<file path="src/rtl/flg_sweep_ctrl.sv">
// Flanger delay-sweep controller: triangle sweep of the var_del tap between a
// programmable min and max delay at a programmable rate, with a valid/ready
// configuration port applied on sample boundaries and a park-to-min sequence.
// Optional build macro FLG_SWEEP_SLEW_EN: when defined, an out-of-range position
// after a reconfiguration slews back at the step rate instead of being clamped.
module flg_sweep_ctrl #(
    parameter int unsigned DEL_WIDTH   = 9,
    parameter int unsigned FRAC_WIDTH  = 7,
    parameter int unsigned STEP_WIDTH  = 12,
    parameter int unsigned RST_MIN_DEL = 16,
    parameter int unsigned RST_MAX_DEL = 255,
    parameter int unsigned RST_STEP    = 64
) (
    input  logic                  clk,
    input  logic                  rst,
    input  logic                  en,
    input  logic                  smp_i,
    input  logic [DEL_WIDTH-1:0]  cfg_min,
    input  logic [DEL_WIDTH-1:0]  cfg_max,
    input  logic [STEP_WIDTH-1:0] cfg_step,
    input  logic                  cfg_vld,
    output logic                  cfg_rdy,
    output logic [DEL_WIDTH-1:0]  del_o,
    output logic                  del_vld,
    output logic                  cyc_o
);

    localparam int unsigned PW = DEL_WIDTH + FRAC_WIDTH;
    localparam int unsigned XW = PW + 1;

    typedef enum logic [1:0] {StIdle, StUp, StDown, StPark} state_t;

    state_t                state_q;
    logic [PW-1:0]         pos_q;
    logic [DEL_WIDTH-1:0]  min_q, max_q, sh_min_q, sh_max_q;
    logic [STEP_WIDTH-1:0] step_q, sh_step_q;
    logic                  pend_q;

    logic [PW-1:0]         lo, hi, new_lo, new_hi;
    logic [XW-1:0]         up_sum, dn_dif;
    logic                  up_hit, dn_hit;
    logic [DEL_WIDTH-1:0]  san_min, san_max;

    assign lo     = {min_q, {FRAC_WIDTH{1'b0}}};
    assign hi     = {max_q, {FRAC_WIDTH{1'b0}}};
    assign new_lo = {sh_min_q, {FRAC_WIDTH{1'b0}}};
    assign new_hi = {sh_max_q, {FRAC_WIDTH{1'b0}}};

    // Step arithmetic one bit wider so the carry/borrow is visible.
    assign up_sum = {1'b0, pos_q} + XW'(step_q);
    assign dn_dif = {1'b0, pos_q} - XW'(step_q);
    assign up_hit = (up_sum >= {1'b0, hi});
    assign dn_hit = dn_dif[XW-1] || (dn_dif[PW-1:0] <= lo);

    // Sanitise the requested range: min at least 1, max at least min. The cap
    // at 2^DEL_WIDTH-1 holds by construction of the port width.
    always_comb begin
        san_min = (cfg_min == '0) ? DEL_WIDTH'(1) : cfg_min;
        san_max = (cfg_max < san_min) ? san_min : cfg_max;
    end

    assign del_o   = pos_q[PW-1 -: DEL_WIDTH];
    assign cfg_rdy = ~pend_q;

    // Sweep FSM, configuration capture/apply and registered strobe outputs.
    always_ff @(posedge clk) begin
        if (rst) begin
            state_q   <= StIdle;
            pos_q     <= {DEL_WIDTH'(RST_MIN_DEL), {FRAC_WIDTH{1'b0}}};
            min_q     <= DEL_WIDTH'(RST_MIN_DEL);
            max_q     <= DEL_WIDTH'(RST_MAX_DEL);
            step_q    <= STEP_WIDTH'(RST_STEP);
            sh_min_q  <= '0;
            sh_max_q  <= '0;
            sh_step_q <= '0;
            pend_q    <= 1'b0;
            del_vld   <= 1'b0;
            cyc_o     <= 1'b0;
        end else begin
            del_vld <= smp_i;
            cyc_o   <= 1'b0;

            if (cfg_vld && !pend_q) begin
                sh_min_q  <= san_min;
                sh_max_q  <= san_max;
                sh_step_q <= cfg_step;
                pend_q    <= 1'b1;
            end

            if (smp_i) begin
                if (pend_q) begin
                    // Applying strobe: load the new range, no sweep step.
                    pend_q <= 1'b0;
                    min_q  <= sh_min_q;
                    max_q  <= sh_max_q;
                    step_q <= sh_step_q;
`ifdef FLG_SWEEP_SLEW_EN
                    if (state_q == StIdle || state_q == StPark) begin
                        pos_q <= new_lo;
                    end else if (pos_q > new_hi) begin
                        state_q <= StDown;
                    end else if (pos_q < new_lo) begin
                        state_q <= StUp;
                    end
`else
                    if (state_q == StIdle || pos_q < new_lo) begin
                        pos_q <= new_lo;
                    end else if (pos_q > new_hi) begin
                        pos_q <= new_hi;
                    end
`endif
                end else begin
                    unique case (state_q)
                        StIdle: begin
                            pos_q <= lo;
                            if (en) state_q <= StUp;
                        end
                        StUp: begin
                            if (!en) begin
                                state_q <= StPark;
                            end else if (up_hit) begin
                                pos_q   <= hi;
                                state_q <= StDown;
                            end else begin
                                pos_q <= up_sum[PW-1:0];
                            end
                        end
                        StDown: begin
                            if (!en) begin
                                state_q <= StPark;
                            end else if (dn_hit) begin
                                pos_q   <= lo;
                                cyc_o   <= 1'b1;
                                state_q <= StUp;
                            end else begin
                                pos_q <= dn_dif[PW-1:0];
                            end
                        end
                        StPark: begin
                            if (en) begin
                                // Resume the sweep downwards from here.
                                if (dn_hit) begin
                                    pos_q   <= lo;
                                    cyc_o   <= 1'b1;
                                    state_q <= StUp;
                                end else begin
                                    pos_q   <= dn_dif[PW-1:0];
                                    state_q <= StDown;
                                end
                            end else if (step_q == '0 || dn_hit) begin
                                pos_q   <= lo;
                                state_q <= StIdle;
                            end else begin
                                pos_q <= dn_dif[PW-1:0];
                            end
                        end
                        default: state_q <= StIdle;
                    endcase
                end
            end
        end
    end

endmodule

</file>
<file path="config.mk">
export PLATFORM = sky130hd
export DESIGN_NAME = flg_sweep_ctrl
export DESIGN_NICKNAME = d
export VERILOG_FILES = /design/src/rtl/flg_sweep_ctrl.sv
export SDC_FILE = /design/constraint.sdc
export NUM_CORES = 1
export LEC_CHECK = 0
export ABC_CLOCK_PERIOD_IN_PS = 11200
export CELL_PAD_IN_SITES_DETAIL_PLACEMENT = 0
export CELL_PAD_IN_SITES_GLOBAL_PLACEMENT = 2
export CORE_ASPECT_RATIO = 1.1
export CORE_MARGIN = 1.5
export CORE_UTILIZATION = 41
export DETAILED_ROUTE_END_ITERATION = 12
export DONT_BUFFER_PORTS = 1
export GPL_TIMING_DRIVEN = 0
export HOLD_SLACK_MARGIN = 0.12
export PLACE_DENSITY_LB_ADDON = 0.1
export SETUP_SLACK_MARGIN = 0.1
export SYNTH_ARGS = -nofsm -noshare
export SYNTH_HDL_FRONTEND = slang
export SYNTH_SLANG_ARGS = --single-unit
</file>
<file path="constraint.sdc">
create_clock -name clk -period 11.2 [get_ports clk]
set_input_delay 2.24 -clock clk [delete_from_list [all_inputs] [get_ports clk]]
set_output_delay 2.24 -clock clk [all_outputs]
set_load 0.02 [all_outputs]
</file>
Yosys cells after proc, flatten, opt, wreduce, memory -nomap -nowiden
Cells that the tools add are included.

Multiplexer cells: 25. Equal/unequal tests: 10. Add/subtract/negate cells: 2. Order comparisons: 5. Bitwise gates (word level): 4. Reduce and logical (&&, ||, !) cells: 13.

Operators by type and width (count): 2-to-1 mux 16 bit (9); case mux 16 bit (4 select lines) (1); 2-to-1 mux 9 bit (2); adder 16 x 12 -> 17 bit (1); >= comparator 17 x 16 -> 1 bit (1); subtractor 16 x 12 -> 17 bit (1); greater-than comparator 16 bit (1); <= comparator 16 bit (1); less-than comparator 16 bit (1); 2-to-1 mux 2 bit (8); inequality test 3 bit (second input constant) (5); zero test 12 bit (1); zero test 9 bit (1); less-than comparator 9 bit (1); case mux 2 bit (4 select lines) (1); AND reduction 6 bit (1); OR reduction 5 bit (1); equality test 2 bit (second input constant) (2); 2-to-1 mux 1 bit (4); inverter 1 bit (4); AND reduction 4 bit (1); logical OR 1 bit (3); inequality test 3 x 1 -> 1 bit (second input constant) (1); equality test 2 x 1 -> 1 bit (second input constant) (1); 6 further kinds (6).

Word-level logic and storage cells: 70. Flip-flop bits (word level): 81. Output and inout bits: 12. Bits of input ports: 35.

Longest topological paths before layout
Gate-level depths: netlist of run 1.

Depth in word-level cells: 8. Depth in mapped cells: 21. Gate-level depth less buffers: 19.

Worst setup path before layout of run 1
Ideal clock, no wire load.

Kind: register to register. From: reg step_q[2]. To: reg pos_q[10]. Buffers on the path: 1. Arrival time: 4.469 ns. Library setup time: 0.124 ns. Required time: 11.076 ns. Period minus slack after synthesis: 4.593 ns. Setup slack: 6.607 ns. Stages on the path, launching flop included: 21. Cells stage by stage: dfxtp_1 -> inv_1 -> ha_1 -> buf_6 -> nand2b_1 -> a211o_1 -> a211oi_2 -> nor2_1 -> o31a_1 -> nor2_1 -> xor2_1 -> ha_1 -> and3_1 -> nand4_1 -> or4_1 -> or4_4 -> o211ai_4 -> or2_4 -> mux2_1 -> a211oi_1 -> nor3_1.

Word-level cells in the longest chain between the ends: 8. Elaborated cells between the ends (all ways): 15. Those cells by class: 2 x add/sub; 2 x order compare; 8 x mux; 3 x reduce/logical.

RTL lines: start, declared (line 36) `logic [STEP_WIDTH-1:0] step_q, sh_step_q;`; start signal, assigned (line 72) `step_q <= STEP_WIDTH'(RST_STEP);`; start signal, assigned (line 96) `step_q <= sh_step_q;`; subtractor 16 x 12 -> 17 bit (line 51) `assign dn_dif = {1'b0, pos_q} - XW'(step_q);`; <= comparator 16 bit (line 53) `assign dn_hit = dn_dif[XW-1] || (dn_dif[PW-1:0] <= lo);`; logical OR 1 bit (line 53); logical OR 1 bit (line 150) `end else if (step_q == '0 || dn_hit) begin`; 2-to-1 mux 16 bit (line 150); 2-to-1 mux 16 bit (line 140) `if (en) begin`; case mux 16 bit (4 select lines) (*) (line 113) `unique case (state_q)`; 2-to-1 mux 16 bit (*) (line 91) `if (pend_q) begin`; end signal, assigned (line 115) `pos_q <= lo;`; end signal, assigned (line 143) `pos_q <= lo;`; end signal, assigned (line 151) `pos_q <= lo;`; end, declared (line 34) `logic [PW-1:0] pos_q;`.

Every way passes the cells marked *; elsewhere a longest branch is shown, timed or not. The select of a mux whose other input is x is not followed. A chain may end at the register's enable or synchronous reset.

Worst setup path after layout of run 1
From: reg step_q[3]. To: reg pos_q[10].

The elaborated chain is that of the path after synthesis.

==> flow_summary.toml, run 1 <==
[setup_path]
crit_slowest_cell = "dfxtp_1"
r2r-start = "step_q[3]$_SDFFE_PP0P_"
cp.arrival_ps = 5950
r2r-end = "pos_q[10]$_SDFFE_PP0P_"
critical_path_class = "flop to flop"
cp-start-kind = "flop"
rrSetupSlack_ps = 5480
cp_max_fo = 9
path_delay_family = "simple AND/OR/NAND/NOR gates"
crit_required_ps = 11430
crit_chain = "inv_1 -> ha_1 -> buf_4 -> nor2b_1 -> a211o_1 -> a211oi_2 -> nor2_1 -> o31a_1 -> nor2_1 -> xor2_1 -> ha_1 -> and3_1 -> nand4_1 -> or4_1 -> or4_4 -> o211ai_4 -> or2_4 -> mux2_1 -> a211oi_1 -> nor3_1"
end_kind = "flop"
r2r_cells = 20
cp_slowest_stage_delay_ps = 470
crit_buf_inv = 2

[routing]
first_pass_iters = 5
via_per_inst = 5.82
first_iter_violations = 437
drt_wl_total_mm = 22.4
wire_per_inst_um = 20.6
vias = 6336
post-route-drc-count = 0
detail-route-antenna-nets = 0

[power]
p_leak_nw = 2.82
irDropWorstVdd_v = 0.0000776
design_power_total_uw = 937
power.density_mw_per_mm2 = 132

[synthesis]
synth_top_family_by_area = "compound AO/OA/AOI/OAI gates"
synthSimpleGateAreaFrac = 0.204
ys_seq_elements = 81
ys_warn_count = 0
ys_seq_area_frac = 0.249
synthCells = 872
avgSynthCellArea_um2 = 7.46
synth_cell_types = 77
syn_area_mm2 = 0.00650
synthFlopType = "dfxtp_1"
syn_nets = 976
synthArstFlopShare = 0
synthAdderAreaFrac = 0.135
synthXorXnorAreaFrac = 0.0296
synth_compound_area_frac = 0.270
synth_edf_count = 0
muxShareOfSynthArea = 0.0262

[global_routing]
track_usage = 0.275
grt_first_pass_wirelength_mm = 34.2
grt_overflow = 0
antenna_found_initial = 0
grt_max_degree = 17
grt_pass1_vias = 5970

[sta]
fin_crit_ps = 5720
slew_headroom = 0.407
post-route-period-util = 0.511
clock.fmax_ghz = 0.175
hold_violations = 0
fin_skew_ps = 9.59
worst_slack_ps = 5480
setup_violations = 0
tightest_slew_ps = 883
grt_setup_unrepaired = "no"
final.setup.tns_ps = 0
drv_slew = 0

[cells_and_area]
final_cell_mix = "nand2_1, a21oi_1, dfxtp_1"
fillers = 1656
nNetsFinal = 987
drive_gt1_frac = 0.0574
area_delta_synth_final_pct = 9.02
final_common_cell = "nand2_1"

[placement]
place.detailed.hpwl_mm = 18.2
place_ws_ps = 5590
place.port_buffers = 0
gp_congestion = 0.909

[clock_tree]
cts_made_buffers = 9
post_cts_buffers = 0
cts_hold_buf = 0
cts_resized = 0
clock-sinks = 81
cts_root_buffer = "clkbuf_16"
cts_tree = "done"
clk_latency_ps = 350
h-tree-depth = 3
cts_buffer_depth = 2
path_clk_slew_ps = 70

[floorplan]
die_h_um = 135
start_util = 0.417
die-area_mm2 = 0.0166
die_w_um = 123
coreArea_mm2 = 0.0156
num_io_pins = 47
rows = 48

[min_path]
worstHoldPathCells = 2
worstHoldStart = "sh_step_q[11]$_SDFFE_PP0P_"
min_to = "step_q[11]$_SDFFE_PP0P_"
hold_class = "flop to flop"

[outcome]
status = "finished, final reports clean"

[job]
drv_cap = 0
Yosys cell counts, types with 5 or more instances:
cell      instances  area [um2]
a211oi_1         22         165
a21o_1           11        82.6
a21oi_1          97         485
a31oi_1           9        56.3
and3_1            5        31.3
buf_2             5        25.0
buf_4            10        75.1
clkbuf_1         36         135
dfxtp_1          81        1620
ha_1             67         838
inv_1            71         267
mux2i_1          11         110
nand2_1         128         480
nand2b_1         14        87.6
nand3_1          13        65.1
nand4_1           8        50.1
nor2_1           59         221
nor2b_1          13        81.3
nor3_1           16        80.1
nor4_1           10        62.6
o211ai_1         17         128
o21a_1           11        82.6
o21ai_0          44         220
o221ai_1          5        43.8
o31a_1            5        43.8
or4_1             5        37.5
xnor2_1          13         114
xor2_1            9        78.8
state kept, by name (all words and copies together) (netlist names):
register,cells
state_q,2
min_q,9
sh_min_q,9
sh_step_q,12
pos_q,16
step_q,12
sh_max_q,9
del_vld,1
max_q,9
pend_q,1
cyc_o,1
report_power, final:
group | leakage [nW] | total, mW | internal [mW] | switching, mW
Sequential | 0.663 | 0.323 | 0.303 | 0.0194
Clock | 0.164 | 0.338 | 0.201 | 0.137
Combinational | 2.00 | 0.276 | 0.101 | 0.176
how the worst max path moves through the flow:
stage,start,endpoint,slack [ps],cells past startpoint
5_1_grt,step_q[1]$_SDFFE_PP0P_,pos_q[10]$_SDFFE_PP0P_,5320,18
4_1_cts,step_q[2]$_SDFFE_PP0P_,pos_q[10]$_SDFFE_PP0P_,5560,19
3_5_place_dp,step_q[2]$_SDFFE_PP0P_,pos_q[10]$_SDFFE_PP0P_,5590,19
6_report,step_q[3]$_SDFFE_PP0P_,pos_q[10]$_SDFFE_PP0P_,5480,20
2_1_floorplan,step_q[2]$_SDFFE_PP0P_,pos_q[10]$_SDFFE_PP0P_,6610,20
3_3_place_gp,step_q[3]$_SDFFE_PP0P_,pos_q[10]$_SDFFE_PP0P_,5680,20
cells by family (layout without fill, tap and decap cells):
logic type	count (synthesis)	after routing
xor+xnor	22	22
compound gates	268	268
fa+ha+maj	69	69
flops	81	81
buf+inv	130	146
mux	16	16
other cells	0	1
simple gates	286	286
through the flow:
stage,hold WS (ps),std cells,util,instance area (um2)
after CTS,463,1088,0.454,7090
after global placement,440,1072,0.433,6760
after global routing,481,1088,0.454,7090
after detailed placement,452,1072,0.433,6760
final,458,1089,0.454,7090
after floorplan,432,872,-,6500
cell type report:
| type | count | area (um2) | share of cell area |
|---|---|---|---|
| plain buffers | 58 | 288 | 0.0406 |
| inverters | 72 | 270 | 0.0381 |
| well taps | 200 | 250 | 0.0353 |
| clock buffers | 9 | 225 | 0.0318 |
| diodes | 1 | 2.50 | 0.000353 |
| flip-flops and latches | 81 | 1620 | 0.229 |
| clock inverters | 7 | 109 | 0.0153 |
| multi-input cells | 661 | 4330 | 0.610 |
worst register-to-register path, cell delays in order, from the launching register on:
cell	delay [ps]
dfxtp_1	470
inv_1	80
ha_1	270
buf_4	160
nor2b_1	180
a211o_1	330
a211oi_2	390
nor2_1	190
o31a_1	350
nor2_1	120
xor2_1	280
ha_1	200
and3_1	210
nand4_1	230
or4_1	450
or4_4	440
o211ai_4	340
or2_4	210
mux2_1	360
a211oi_1	250
nor3_1	80
routing by layer:
metal,part of all wire,up-vias,wire [um],track usage
li1,-,3102,-,-
met5,0,-,0,0
met4,0.023,0,504,0.0843
met2,0.50,196,11100,0.473
met3,0.043,29,966,0.0338
met1,0.44,3009,9840,0.357
Power figures use the tool's default switching activity.
==> run 2: changes to the inputs <==
--- a/config.mk
+++ b/config.mk
@@ -5,12 +5,12 @@
 export SDC_FILE = /design/constraint.sdc
 export NUM_CORES = 1
 export LEC_CHECK = 0
-export ABC_CLOCK_PERIOD_IN_PS = 11200
+export ABC_CLOCK_PERIOD_IN_PS = 5900
 export CELL_PAD_IN_SITES_DETAIL_PLACEMENT = 0
 export CELL_PAD_IN_SITES_GLOBAL_PLACEMENT = 2
 export CORE_ASPECT_RATIO = 1.1
 export CORE_MARGIN = 1.5
-export CORE_UTILIZATION = 41
+export CORE_UTILIZATION = 38
 export DETAILED_ROUTE_END_ITERATION = 12
 export DONT_BUFFER_PORTS = 1
 export GPL_TIMING_DRIVEN = 0
==> constraint.sdc (replaced) <==
create_clock -name clk -period 5.9 [get_ports clk]
set_input_delay 1.18 -clock clk [delete_from_list [all_inputs] [get_ports clk]]
set_output_delay 1.18 -clock clk [all_outputs]
set_load 0.02 [all_outputs]
==> run 2 against run 1 <==
Compared with the run above:
- flip-flop and latch count did not move
- combinational power grew 90%
- via count shrank 0.85%
- final cell count grew 0.64%
- global-route usage fell by 1.7 points
- total power increased by 90%
- utilization fell by 3.4 points
- count of clock-buffer cells in the layout stayed put
- largest power group unchanged
==> flow_summary.toml, run 2 (synthesis gave the netlist of run 1 again) <==
[outcome]
status = "finished, final reports clean"

[floorplan]
die_w_um = 128
rows = 50
die_h_um = 140
die-area_mm2 = 0.0179
start_util = 0.385
coreArea_mm2 = 0.0169
num_io_pins = 47

[cells_and_area]
final_common_cell = "nand2_1"
drive_gt1_frac = 0.0574
final_cell_mix = "nand2_1, a21oi_1, dfxtp_1"
nNetsFinal = 987
largest_register_ffs = 16
fillers = 1792
top_register = "pos_q"
area_delta_synth_final_pct = 9.12
instances_no_fill = 1096
diodes = 0
reg_top3 = "pos_q (16), sh_step_q (12), step_q (12)"

[clock_tree]
path_clk_slew_ps = 70
cts_buffer_depth = 2
cts_hold_buf = 0
cts_made_buffers = 9
clk_latency_ps = 350
h-tree-depth = 3
post_cts_buffers = 0
cts_resized = 0
cts_root_buffer = "clkbuf_16"
cts_tree = "done"
clock-sinks = 81

[setup_path]
end_kind = "flop"
path_delay_family = "simple AND/OR/NAND/NOR gates"
cp_max_fo = 9
critical_path_class = "flop to flop"
cp_slowest_stage_delay_ps = 480
cp.arrival_ps = 5920
crit_required_ps = 6130
crit_chain = "ha_1 -> buf_6 -> nand2b_1 -> a211o_1 -> a211oi_2 -> nor2_1 -> o31a_1 -> nor2_1 -> xor2_1 -> ha_1 -> and3_1 -> nand4_1 -> or4_1 -> or4_4 -> o211ai_4 -> or2_4 -> mux2_1 -> a211oi_1 -> nor3_1"
crit_slowest_cell = "or4_1"
cp-start-kind = "flop"
crit_buf_inv = 1

[routing]
via_per_inst = 5.73
first_iter_violations = 400
first_pass_iters = 5
post-route-drc-count = 0
wire_per_inst_um = 20.7
drt_wl_total_mm = 22.7
detail-route-antenna-nets = 0
vias = 6282

[placement]
place.port_buffers = 0
place.detailed.hpwl_mm = 18.5
dp.cells = 1080
gp_congestion = 0.894

[sta]
hold_violations = 0
fin_crit_ps = 5690
drv_slew = 0
whs_ps = 454
clock.fmax_ghz = 0.176
setup_violations = 0
post-route-period-util = 0.965
slew_headroom = 0.439
fin_skew_ps = 10.3
tightest_slew_ps = 838
grt_setup_unrepaired = "no"
final.setup.tns_ps = 0

[job]
drv_cap = 0

[global_routing]
grt_max_degree = 17
grt_pass1_vias = 6068
grt_first_pass_wirelength_mm = 35.0
antenna_found_initial = 0
track_usage = 0.258
grt_overflow = 0

[power]
power.density_mw_per_mm2 = 250
irDropWorstVdd_v = 0.000158
p_leak_nw = 2.82
design_power_total_mw = 1.78

[min_path]
hold_class = "flop to flop"
## run 2: changes by cell type in the layout (fill, tap and decap cells not counted), sizes merged
cell | before | now
clkinv | 2 | 1
clkinvlp | 0 | 1
diode | 1 | 0
## run 2: area by class of cell
type,instances,area [um2],area share
Buffer,58,288,0.0405
Clock buffer,9,225,0.0317
Clock inverter,7,108,0.0152
Inverter,72,270,0.0381
Multi-Input combinational cell,661,4330,0.609
Sequential cell,81,1620,0.228
Tap cell,208,260,0.0367
## run 2: through the flow
stage                     worst slack (ps)  utilization  area (um2)
final                                  206        0.420        7100
after CTS                              246        0.420        7100
after global routing                   102        0.420        7100
after floorplan                       1310            -        6500
after global placement                 323        0.401        6770
after detailed placement               304        0.401        6770
## run 2: metal layers
layer,wire [um],vias up,track usage
met5,0,-,0
li1,-,3104,-
met1,9890,2936,0.332
met3,1100,45,0.0386
met2,10900,197,0.440
met4,827,0,0.0899
## run 2: tightest hold or removal path: stages, from the launching register on
cell and delay, ps:
dfxtp_1 310, nand2_1 50, a21oi_1 50
## run 2: report_power, final
part	internal (mW)	total (mW)	switching (mW)
combinational	0.192	0.525	0.333
sequential	0.575	0.613	0.0375
clock	0.380	0.640	0.260
total	1.15	1.78	0.631
## run 2: path summary, 6_finish.rpt
check,from,endpoint,slack [ps],cells past startpoint
setup / recovery,pos_q[2]$_SDFFE_PP0P_,pos_q[10]$_SDFFE_PP0P_,210,19
hold / removal,sh_step_q[11]$_SDFFE_PP0P_,step_q[11]$_SDFFE_PP0P_,450,2
setup reg to reg,pos_q[2]$_SDFFE_PP0P_,pos_q[10]$_SDFFE_PP0P_,210,19
hold reg to reg,sh_step_q[11]$_SDFFE_PP0P_,step_q[11]$_SDFFE_PP0P_,450,2
==> run 3: changes to the inputs <==
==> constraint.sdc (replaced) <==
create_clock -name clk -period 5.9 [get_ports clk]
set_input_delay 0.885 -clock clk [delete_from_list [all_inputs] [get_ports clk]]
set_output_delay 0.885 -clock clk [all_outputs]
set_load 0.02 [all_outputs]
==> results of run 3 <==
No change in the layout: final DEF, timing and power equal those of run 2.
==> patch (flow settings as in run 2) <==
Add an input register stage for `cfg_max`; this delays it by one clock. The other inputs are not delayed to match.
--- a/src/rtl/flg_sweep_ctrl.sv
+++ b/src/rtl/flg_sweep_ctrl.sv
@@ -31,4 +31,10 @@
     typedef enum logic [1:0] {StIdle, StUp, StDown, StPark} state_t;
 
+    logic [DEL_WIDTH-1:0] cfg_max_q;
+
+    always_ff @(posedge clk) begin
+        cfg_max_q <= cfg_max;
+    end
+
     state_t                state_q;
     logic [PW-1:0]         pos_q;
@@ -57,5 +63,5 @@
     always_comb begin
         san_min = (cfg_min == '0) ? DEL_WIDTH'(1) : cfg_min;
-        san_max = (cfg_max < san_min) ? san_min : cfg_max;
+        san_max = (cfg_max_q < san_min) ? san_min : cfg_max_q;
     end
 
Function: changed (Yosys sat finds a counterexample within 4 cycles, from zero or initial values and one cycle with rst high).
==> patch against run 2 <==
  * Power rose by 5.4%
  * Wire length rose by 0.23%
  * Setup slack better by 0.33 ns
  * Sequential cell count up 9
  * Count of clock-buffer cells in the layout unchanged
  * Area after synthesis is 2.2% higher
  * Cell area up 2.4%
  * Via count rose by 0.78%
  * Global-route usage down 0.078 points
  * First-iteration DRC count increased by 6.3%
  * Clock skew decreased by 0.00097 ns
  * Critical endpoint is now pos_q[0]
  * Largest power group is now registers
==> patch: results (changes against run 2) <==
* Final #Nets at 979 (was 987)
* Clk_skew at 0.009315 ns (was 0.01028 ns)
* Final HPWL DP at 18290 um (was 18500 um)
* Synth top area cells: dfxtp_1, ha_1, a21oi_1, nand2_1, inv_1 (unchanged)
* Vias per cell at 5.683 (was 5.732)
* Max VDD drop at 0.2520 mV (was 0.1579 mV)
* Layout cell share with drive strength beyond 1 at 7.727% (was 5.743%)
* CTS Root Cell: clkbuf_16 (unchanged)
* Worst hold endpoint: step_q[0] (was step_q[11])
* Run status: complete, no violations (unchanged)
* Vias in the first global route at 6254 (was 6068)
* Largest regs: pos_q x16, sh_step_q x12, step_q x12 (unchanged)
* 1st-iter DRT viols at 425 (was 400)
* Metal-1 WL at 10210 um (was 9887 um)
* CP Max Fanout at 7 (was 9)
* Synth cell types at 80 (was 77)
* PortBufs at 0 (unchanged)
* Worst r2r dst: pos_q[0] (was pos_q[10])
* Hold path startpoint: sh_step_q[0] (was sh_step_q[11])
* Wire length on met2 at 10710 um (was 10870 um)
* WL final at 22740 um (was 22690 um)
* Largest net degree at the start of global routing at 17 (unchanged)
* WL met3 at 1049 um (was 1099 um)
* First-pass GRT wire length at 35490 um (was 35020 um)
* Reg2Reg Depth at 18 (was 19)
* Top cells by count, synth: nand2_1, a21oi_1, dfxtp_1 (unchanged)
* Leak Pwr at 2.930 nW (was 2.819 nW)
* Hold slack at 0.4599 ns (was 0.4540 ns)
* Syn Nets at 968 (was 976)
* Actual slew at the worst max-slew pin at 0.8257 ns (was 0.8376 ns)
* Seq/Total Area, Yosys at 27.10% (was 24.93%)
* Crit Reg-Reg Startpoint: step_q[1] (was pos_q[2])
* DR top layer: met4 (unchanged)
* Global placer's final weighted congestion at 0.9132 (was 0.8936)
* FF-to-FF setup slack at 0.53 ns (was 0.21 ns)
* Gr usage total at 25.77% (was 25.84%)
* Initial Util at 38.92% (was 38.51%)
* Synth warn at 0 (unchanged)
## patch: cell count changes after synthesis, sizes merged, moves of 7 or more
cell / delta
dfxtp: +9
a221o: +7
nor2: +11
o211ai: -7
o21ai: -15
a211o: +9
## patch: area by class of cell
class | instances | area [sq um]
tap | 234 | 292.8
clock buffer | 9 | 225.2
clock inverter | 7 | 100.1
fill | 1799 | 9812
multi-input combinational | 644 | 4279
sequential | 90 | 1802
inverter | 74 | 277.8
buffer | 56 | 290.3
## patch: repair_timing
action | in CTS | in global routing
hold buffers | 0 | 0
resized for setup | 0 | 1
setup endpoints to repair | 0 | 1
## patch: cells by family after synthesis
family,synth area share (%)
DFF,27.10
AOI/OAI and AO/OA,26.50
adders and majority gates,13.21
xor gates and xnor gates,3.030
and+or+nand+nor,20.29
muxes,1.317
buffers and inverters,8.545
## patch: how the worst max path moves through the flow
stage / start / end / slack, ns / cells after the start
detailed placement: pos_q[0] / pos_q[0] / 0.58 / 19
finish: step_q[1] / pos_q[0] / 0.53 / 18
global route: pos_q[10] / pos_q[0] / 0.19 / 17
floorplan: step_q[3] / pos_q[9] / 1.64 / 18
CTS: pos_q[0] / pos_q[0] / 0.54 / 19
global placement: step_q[1] / pos_q[0] / 0.55 / 18
## patch: critical path, cell delays in order (launching register included)
cell	delay (ns)
dfxtp_1	0.48
inv_1	0.08
ha_1	0.29
nor2b_1	0.21
o21ai_0	0.15
o211ai_1	0.34
nor3b_1	0.36
a31oi_1	0.15
xnor2_1	0.51
ha_1	0.24
nand4_1	0.27
nor3_1	0.25
a2111oi_0	0.11
a31o_1	0.25
a211oi_2	0.56
nand2_1	0.32
a2111oi_1	0.55
a21oi_1	0.07
nor2_1	0.09
## patch: metrics by stage
stage	instances	power, mW	setup slack (ns)	util (%)	cell area, sq um
final	1114	1.873	0.5318	42.55	7267
after global routing	1114	1.977	0.1890	42.55	7267
after CTS	1114	1.882	0.5354	42.54	7266
after detailed placement	1098	1.246	0.5842	40.64	6940
after global placement	1098	1.240	0.5482	40.64	6940
after floorplan	864	1.080	1.636	-	6648
## patch: routing by layer
| layer | GRT usage, % | up-vias |
|---|---|---|
| li1 | - | 3085 |
| met1 | 33.69 | 3027 |
| met2 | 42.83 | 177 |
| met3 | 2.903 | 42 |
| met4 | 10.88 | 0 |
| met5 | 0 | - |
## patch: power by group
group          switching, mW  leakage [nW]  internal, mW
Combinational          0.352          2.03         0.204
Sequential            0.0447         0.738         0.640
Clock                  0.258         0.160         0.375
Total                  0.655          2.93          1.22
